### src/rtl/fft_sequencer.sv
// Control and address generator for an in-place radix-2 DIT FFT.
// Sequences LOAD (bit-reversed writes), COMPUTE/DRAIN (butterflies per stage) and UNLOAD.
module fft_sequencer #(
  parameter int L      = 5,
  parameter int BF_LAT = 2
) (
  input  logic              clk,
  input  logic              reset,
  input  logic              start,
  input  logic              in_valid,
  output logic              in_ready,
  output logic              load_we,
  output logic [L-1:0]      load_addr,
  output logic              bf_rd,
  output logic [L-1:0]      bf_adr_a,
  output logic [L-1:0]      bf_adr_b,
  output logic [L-2:0]      tw_addr,
  output logic              wr_en,
  output logic [L-1:0]      wr_adr_a,
  output logic [L-1:0]      wr_adr_b,
  output logic              out_valid,
  output logic [L-1:0]      out_addr,
  output logic              out_last,
  output logic [$clog2(L):0] stage,
  output logic              busy,
  output logic              done
);

  localparam int SW = $clog2(L) + 1;

  typedef enum logic [2:0] {IDLE, LOAD, COMPUTE, DRAIN, UNLOAD, DONE} state_e;

  typedef struct packed {
    logic         en;
    logic [L-1:0] a;
    logic [L-1:0] b;
  } wb_t;

  state_e         state_q, state_d;
  logic [L-1:0]   k_q, k_d;
  logic [L-2:0]   j_q, j_d;
  logic [SW-1:0]  s_q, s_d;
  logic [2:0]     dr_q, dr_d;
  logic [L-1:0]   u_q, u_d;

  logic           in_ready_q, in_ready_d;
  logic [L-1:0]   load_addr_q, load_addr_d;
  logic           bf_rd_q, bf_rd_d;
  logic [L-1:0]   bf_adr_a_q, bf_adr_a_d;
  logic [L-1:0]   bf_adr_b_q, bf_adr_b_d;
  logic [L-2:0]   tw_addr_q, tw_addr_d;
  logic [L-2:0]   tw_mask;
  logic           out_valid_q, out_valid_d;
  logic [L-1:0]   out_addr_q, out_addr_d;
  logic           out_last_q, out_last_d;
  logic [SW-1:0]  stage_q, stage_d;
  logic           busy_q, busy_d;
  logic           done_q, done_d;

  wb_t            wb_q [BF_LAT];

  function automatic logic [L-1:0] bitrev(input logic [L-1:0] x);
    logic [L-1:0] r;
    for (int i = 0; i < L; i++) r[i] = x[L-1-i];
    return r;
  endfunction

  // Rotate left within L bits: the upper half of {x,x} << s is the rotation.
  function automatic logic [L-1:0] rotl(input logic [L-1:0] x, input logic [SW-1:0] s);
    logic [2*L-1:0] t;
    t = {x, x} << s;
    return t[2*L-1:L];
  endfunction

  assign load_we = in_valid & in_ready_q;

  // NOTE: sequential state uses non-blocking assignments so every flop samples pre-edge values.
  always_ff @(posedge clk) begin
    if (reset) begin
      state_q <= IDLE;
      k_q     <= '0;
      j_q     <= '0;
      s_q     <= '0;
      dr_q    <= '0;
      u_q     <= '0;
    end else begin
      state_q <= state_d;
      k_q     <= k_d;
      j_q     <= j_d;
      s_q     <= s_d;
      dr_q    <= dr_d;
      u_q     <= u_d;
    end
  end

  // NOTE: every comb output gets a default first so no path can infer a latch.
  always_comb begin
    state_d = state_q;
    k_d     = k_q;
    j_d     = j_q;
    s_d     = s_q;
    dr_d    = dr_q;
    u_d     = u_q;
    case (state_q)
      IDLE: if (start) begin
        state_d = LOAD;
        k_d     = '0;
      end
      LOAD: if (load_we) begin
        if (k_q == '1) begin
          state_d = COMPUTE;
          j_d     = '0;
          s_d     = '0;
        end else begin
          k_d = k_q + L'(1);
        end
      end
      COMPUTE: begin
        if (j_q == '1) begin
          state_d = DRAIN;
          dr_d    = '0;
        end else begin
          j_d = j_q + (L-1)'(1);
        end
      end
      DRAIN: begin
        if (dr_q == 3'(BF_LAT - 1)) begin
          if (s_q == SW'(L - 1)) begin
            state_d = UNLOAD;
            u_d     = '0;
          end else begin
            state_d = COMPUTE;
            s_d     = s_q + SW'(1);
            j_d     = '0;
          end
        end else begin
          dr_d = dr_q + 3'(1);
        end
      end
      UNLOAD: begin
        if (u_q == '1) state_d = DONE;
        else           u_d     = u_q + L'(1);
      end
      DONE:    state_d = IDLE;
      default: state_d = IDLE;
    endcase
  end

  // Outputs are decoded from the next state so the registered copies line up with state_q.
  always_comb begin
    tw_mask     = {(L-1){1'b1}} << (SW'(L - 1) - s_d);
    in_ready_d  = (state_d == LOAD);
    load_addr_d = (state_d == LOAD) ? bitrev(k_d) : '0;
    bf_rd_d     = (state_d == COMPUTE);
    bf_adr_a_d  = bf_rd_d ? rotl({j_d, 1'b0}, s_d) : '0;
    bf_adr_b_d  = bf_rd_d ? rotl({j_d, 1'b1}, s_d) : '0;
    tw_addr_d   = bf_rd_d ? (j_d & tw_mask) : '0;
    stage_d     = (state_d == COMPUTE || state_d == DRAIN) ? s_d : '0;
    out_valid_d = (state_d == UNLOAD);
    out_addr_d  = out_valid_d ? u_d : '0;
    out_last_d  = out_valid_d && (u_d == '1);
    busy_d      = (state_d != IDLE);
    done_d      = (state_d == DONE);
  end

  always_ff @(posedge clk) begin
    if (reset) begin
      in_ready_q  <= 1'b0;
      load_addr_q <= '0;
      bf_rd_q     <= 1'b0;
      bf_adr_a_q  <= '0;
      bf_adr_b_q  <= '0;
      tw_addr_q   <= '0;
      out_valid_q <= 1'b0;
      out_addr_q  <= '0;
      out_last_q  <= 1'b0;
      stage_q     <= '0;
      busy_q      <= 1'b0;
      done_q      <= 1'b0;
    end else begin
      in_ready_q  <= in_ready_d;
      load_addr_q <= load_addr_d;
      bf_rd_q     <= bf_rd_d;
      bf_adr_a_q  <= bf_adr_a_d;
      bf_adr_b_q  <= bf_adr_b_d;
      tw_addr_q   <= tw_addr_d;
      out_valid_q <= out_valid_d;
      out_addr_q  <= out_addr_d;
      out_last_q  <= out_last_d;
      stage_q     <= stage_d;
      busy_q      <= busy_d;
      done_q      <= done_d;
    end
  end

  // NOTE: the write-back delay line is reset so no stale butterfly writes escape after reset.
  always_ff @(posedge clk) begin
    if (reset) begin
      for (int i = 0; i < BF_LAT; i++) wb_q[i] <= '0;
    end else begin
      wb_q[0] <= {bf_rd_q, bf_adr_a_q, bf_adr_b_q};
      for (int i = 1; i < BF_LAT; i++) wb_q[i] <= wb_q[i-1];
    end
  end

  assign in_ready  = in_ready_q;
  assign load_addr = load_addr_q;
  assign bf_rd     = bf_rd_q;
  assign bf_adr_a  = bf_adr_a_q;
  assign bf_adr_b  = bf_adr_b_q;
  assign tw_addr   = tw_addr_q;
  assign wr_en     = wb_q[BF_LAT-1].en;
  assign wr_adr_a  = wb_q[BF_LAT-1].a;
  assign wr_adr_b  = wb_q[BF_LAT-1].b;
  assign out_valid = out_valid_q;
  assign out_addr  = out_addr_q;
  assign out_last  = out_last_q;
  assign stage     = stage_q;
  assign busy      = busy_q;
  assign done      = done_q;

endmodule
### config.mk
export PLATFORM = sky130hd
export DESIGN_NAME = fft_sequencer
export DESIGN_NICKNAME = d
export VERILOG_FILES = /design/src/rtl/fft_sequencer.sv
export SDC_FILE = /design/constraint.sdc
export NUM_CORES = 1
export LEC_CHECK = 0
export BUFFER_PORTS_ARGS = -buffer_cell sky130_fd_sc_hd__buf_2
export CAP_MARGIN = 20
export CELL_PAD_IN_SITES_DETAIL_PLACEMENT = 1
export CELL_PAD_IN_SITES_GLOBAL_PLACEMENT = 1
export CORE_MARGIN = 3
export CORE_UTILIZATION = 41
export CTS_BUF_LIST = sky130_fd_sc_hd__clkbuf_8
export CTS_CLUSTER_DIAMETER = 150
export DETAILED_ROUTE_END_ITERATION = 16
export HOLD_SLACK_MARGIN = 0.08
export MAX_ROUTING_LAYER = met4
export PLACE_DENSITY = 0.81
export SYNTH_ARGS = -nofsm -noshare
export SYNTH_HDL_FRONTEND = slang
export SYNTH_SLANG_ARGS = --single-unit
export TNS_END_PERCENT = 1
### constraint.sdc
create_clock -name clk -period 2.42 [get_ports clk]
set_input_delay 0.363 -clock clk [delete_from_list [all_inputs] [get_ports clk]]
set_output_delay 0.363 -clock clk [all_outputs]
set_load 0.02 [all_outputs]
==> impl_metrics.env <==
export IMPL_cts_tree="built"
export IMPL_area_delta_synth_final_pct=20.6
export IMPL_path_common_cell="buf_4"
export IMPL_final_util_pct=51.5
export IMPL_worstMarginPinSlew_ps=552
export IMPL_clk_pin_slew_ps=90
export IMPL_yosysWarnings=0
export IMPL_numPortBuffers=49
export IMPL_cts_root_buffer="clkbuf_8"
export IMPL_drc=0
export IMPL_syn_inst=367
export IMPL_cts_path_max_buffers=2
export IMPL_critPathLaunchType="flip-flop"
export IMPL_ff2ff_path_depth=10
export IMPL_crit_buf_inv=3
export IMPL_hold_path_depth=4
export IMPL_syn_avg_cell_area_um2=9.65
export IMPL_leakage_nw=1.79
export IMPL_critPathSlowestCell="mux4_2"
export IMPL_hold_path_class="input port to flip-flop"
export IMPL_die_height_um=99.0
export IMPL_hold_buffers=0
export IMPL_cts_sinks=80
export IMPL_layout_common_cells="dfxtp_1, buf_2, nor2_1"
export IMPL_post_route_min_period_ps=2330
export IMPL_core_area_mm2=0.00830
export IMPL_ys_ff_latch=80
export IMPL_power_internal_w=0.00195
export IMPL_antenna_cells=0
export IMPL_rsz0062_at_grt="yes"
export IMPL_max_clock_freq_mhz=429
export IMPL_path_depth=10
export IMPL_antenna_found_initial=0
export IMPL_htreeDepth=3
export IMPL_finalHoldViolations=0
export IMPL_avgViaCountPerCell=5.40
export IMPL_crit_type="flip-flop to flip-flop"
export IMPL_drtIter0Drc=125
export IMPL_boundaryPins=50
export IMPL_grt_max_degree=48
export IMPL_final_nets=442
export IMPL_status="completed"
export IMPL_fillers=958
export IMPL_yosys_most_used_dff="dfxtp_1"
export IMPL_pre_cts_slack_ps=-54.2
export IMPL_grt_overflow_total=0
export IMPL_path_delay_family="compound AO/OA/AOI/OAI gates"
export IMPL_ys_async_sr_fraction_pct=0
export IMPL_first_pass_iters=7
export IMPL_wl_per_cell_um=17.3
export IMPL_drt_wl_total_mm=9.33
export IMPL_synth_edf_count=0
export IMPL_syn_area_mm2=0.00354
export IMPL_critPathRequiredTime_ps=2720
export IMPL_drv_cap=0
export IMPL_ir_drop_v=0.000345
export IMPL_clock_latency_ps=360
export IMPL_final_setup_tns_ps=0
export IMPL_rows=33
export IMPL_max_stage_delay_ps=470
export IMPL_fin_crit_sh_pct=96.3
export IMPL_drive_gt1_share_pct=33.2
export IMPL_synth_distinct_cells=67
export IMPL_end_kind="flip-flop"
export IMPL_power_frac_seq_pct=51.9
export IMPL_arrival_ps=2630
export IMPL_skew_ps=7.05
export IMPL_chipWidth_um=99.0
export IMPL_clock_power_share_pct=45.0
export IMPL_grt_pass1_vias=3071
export IMPL_hpwlAfterDp_mm=6.79
export IMPL_synth_top_area_share_pct=45.2
export IMPL_drv_slew=0
export IMPL_layout_commonest_cell="dfxtp_1"
export IMPL_critical_path_cell_chain="inv_1 -> ha_2 -> nor2b_1 -> buf_4 -> o32ai_1 -> a21o_2 -> buf_4 -> mux4_2 -> nand2b_4 -> a31oi_4"
export IMPL_ant_nets=0
export IMPL_die_area_mm2=0.00979
export IMPL_switching_share_pct=23.5
export IMPL_worst_slack_ps=88.9
export IMPL_powerDensity_mw_per_mm2=597
export IMPL_vias=2912
export IMPL_yosysSeqAreaShare_pct=45.2
export IMPL_initial_utilization_pct=42.7
export IMPL_pwr_share_comb_pct=3.2
export IMPL_grt_use_total_pct=20.6
export IMPL_netlist_top_cells_area="dfxtp_1, nor2b_1, nor2_1"
export IMPL_path_max_fanout=6
export IMPL_slew_headroom_pct=63.1
export IMPL_place_congestion=0.900
export IMPL_finalSetupViolations=0
export IMPL_power_switching_w=0.000600
export IMPL_syn_nets=380
export IMPL_cts_inserted_buffers=9
export IMPL_yosysTopAreaCell="dfxtp_1"
export IMPL_grt_first_pass_wirelength_mm=15.6
## area by class of cell
type | count | area [um^2] | area share, %
sequential | 80 | 1610 | 37.7
clock inverter | 7 | 108 | 2.52
clock buffer | 9 | 124 | 2.90
inverter | 13 | 48.8 | 1.14
timing repair buffer | 81 | 489 | 11.5
tap | 105 | 131 | 3.08
multi-input combinational | 244 | 1760 | 41.2
## worst reg2reg max path, cell delays in order (launching register included)
cell and delay (ps):
dfxtp_1 360, inv_1 60, ha_2 200, nor2b_1 150
buf_4 170, o32ai_1 250, a21o_2 180, buf_4 120
mux4_2 470, nand2b_4 170, a31oi_4 140
## power by group through the flow
stage	registers (W)	clock network (W)	logic (W)
after floorplan	0.00136	0	0.0000499
after global placement	0.00135	0	0.0000780
after detailed placement	0.00135	0	0.0000804
after CTS	0.00132	0.00118	0.0000811
after global routing	0.00132	0.00123	0.0000875
final	0.00132	0.00115	0.0000807
## through the flow
step	cell area, um^2	power [W]	hold WS, ps	cells
floorplan	3540	0.00141	414	367
global placement	3950	0.00143	418	520
detailed placement	3950	0.00143	427	520
CTS	4220	0.00258	363	539
global route	4270	0.00264	368	539
finish	4270	0.00255	357	539
## timing repair
action | 4_1_cts | 5_1_grt
endpoints found under the setup margin | 5 | 16
resized for setup | 4 | 15
setup buffers | 3 | 0
pin swaps | 1 | 3
## path summary, 6_finish.rpt
kind,start,end,slack (ps)
setup reg to reg,dr_q[1],bf_adr_b[3],90
hold reg to reg,wb_q[0][8],wb_q[0][19],440
hold / removal,reset,state_q[1],360
setup / recovery,dr_q[1],bf_adr_b[3],90
## flip-flops by register name, indices dropped and copies added (netlist names), 3 cells and up
signal and count:
k_q 5, state_q 3, dr_q 3, out_addr 5, bf_adr_b 5, bf_adr_a 5
wb_q 22, s_q 4, load_addr 5, j_q 4, stage 4, u_q 5
tw_addr 4
## Yosys cell counts (all sizes together) (2+ instances only)
master,n
a211o,2
a211oi,4
a21o,3
a21oi,17
a221oi,2
a22oi,2
a31oi,6
a41oi,3
and2,5
and3,6
and3b,2
and4,3
buf,23
clkbuf,7
dfxtp,80
ha,9
inv,13
mux2,4
mux2i,5
nand2,18
nand2b,6
nand3,9
nand3b,8
nand4,4
nor2,37
nor2b,27
nor3,15
nor3b,2
nor4,4
o211ai,9
o21ai,12
o22ai,2
or2,2
## layer usage
metal | GRT usage, % | wire length (um) | vias to the layer above
li1 | - | - | 1414
met5 | - | 0 | -
met1 | 24.4 | 4010 | 1405
met2 | 35.1 | 4700 | 73
met3 | 3.82 | 430 | 20
met4 | 7.04 | 187 | 0
## logic make-up (layout without fill, tap and decap cells)
logic type / after synthesis / count (layout) / synth area share, %
AND/OR/NAND/NOR: 151 / 151 / 23.8
XOR/XNOR: 1 / 1 / 0.247
multiplexers: 10 / 10 / 3.32
buffers and inverters: 43 / 110 / 6.78
adder cells (fa/ha/maj): 9 / 9 / 3.18
AO/OA/AOI/OAI: 73 / 73 / 17.5
flip-flops: 80 / 80 / 45.2
No activity file was read; power rests on OpenSTA's default activity.
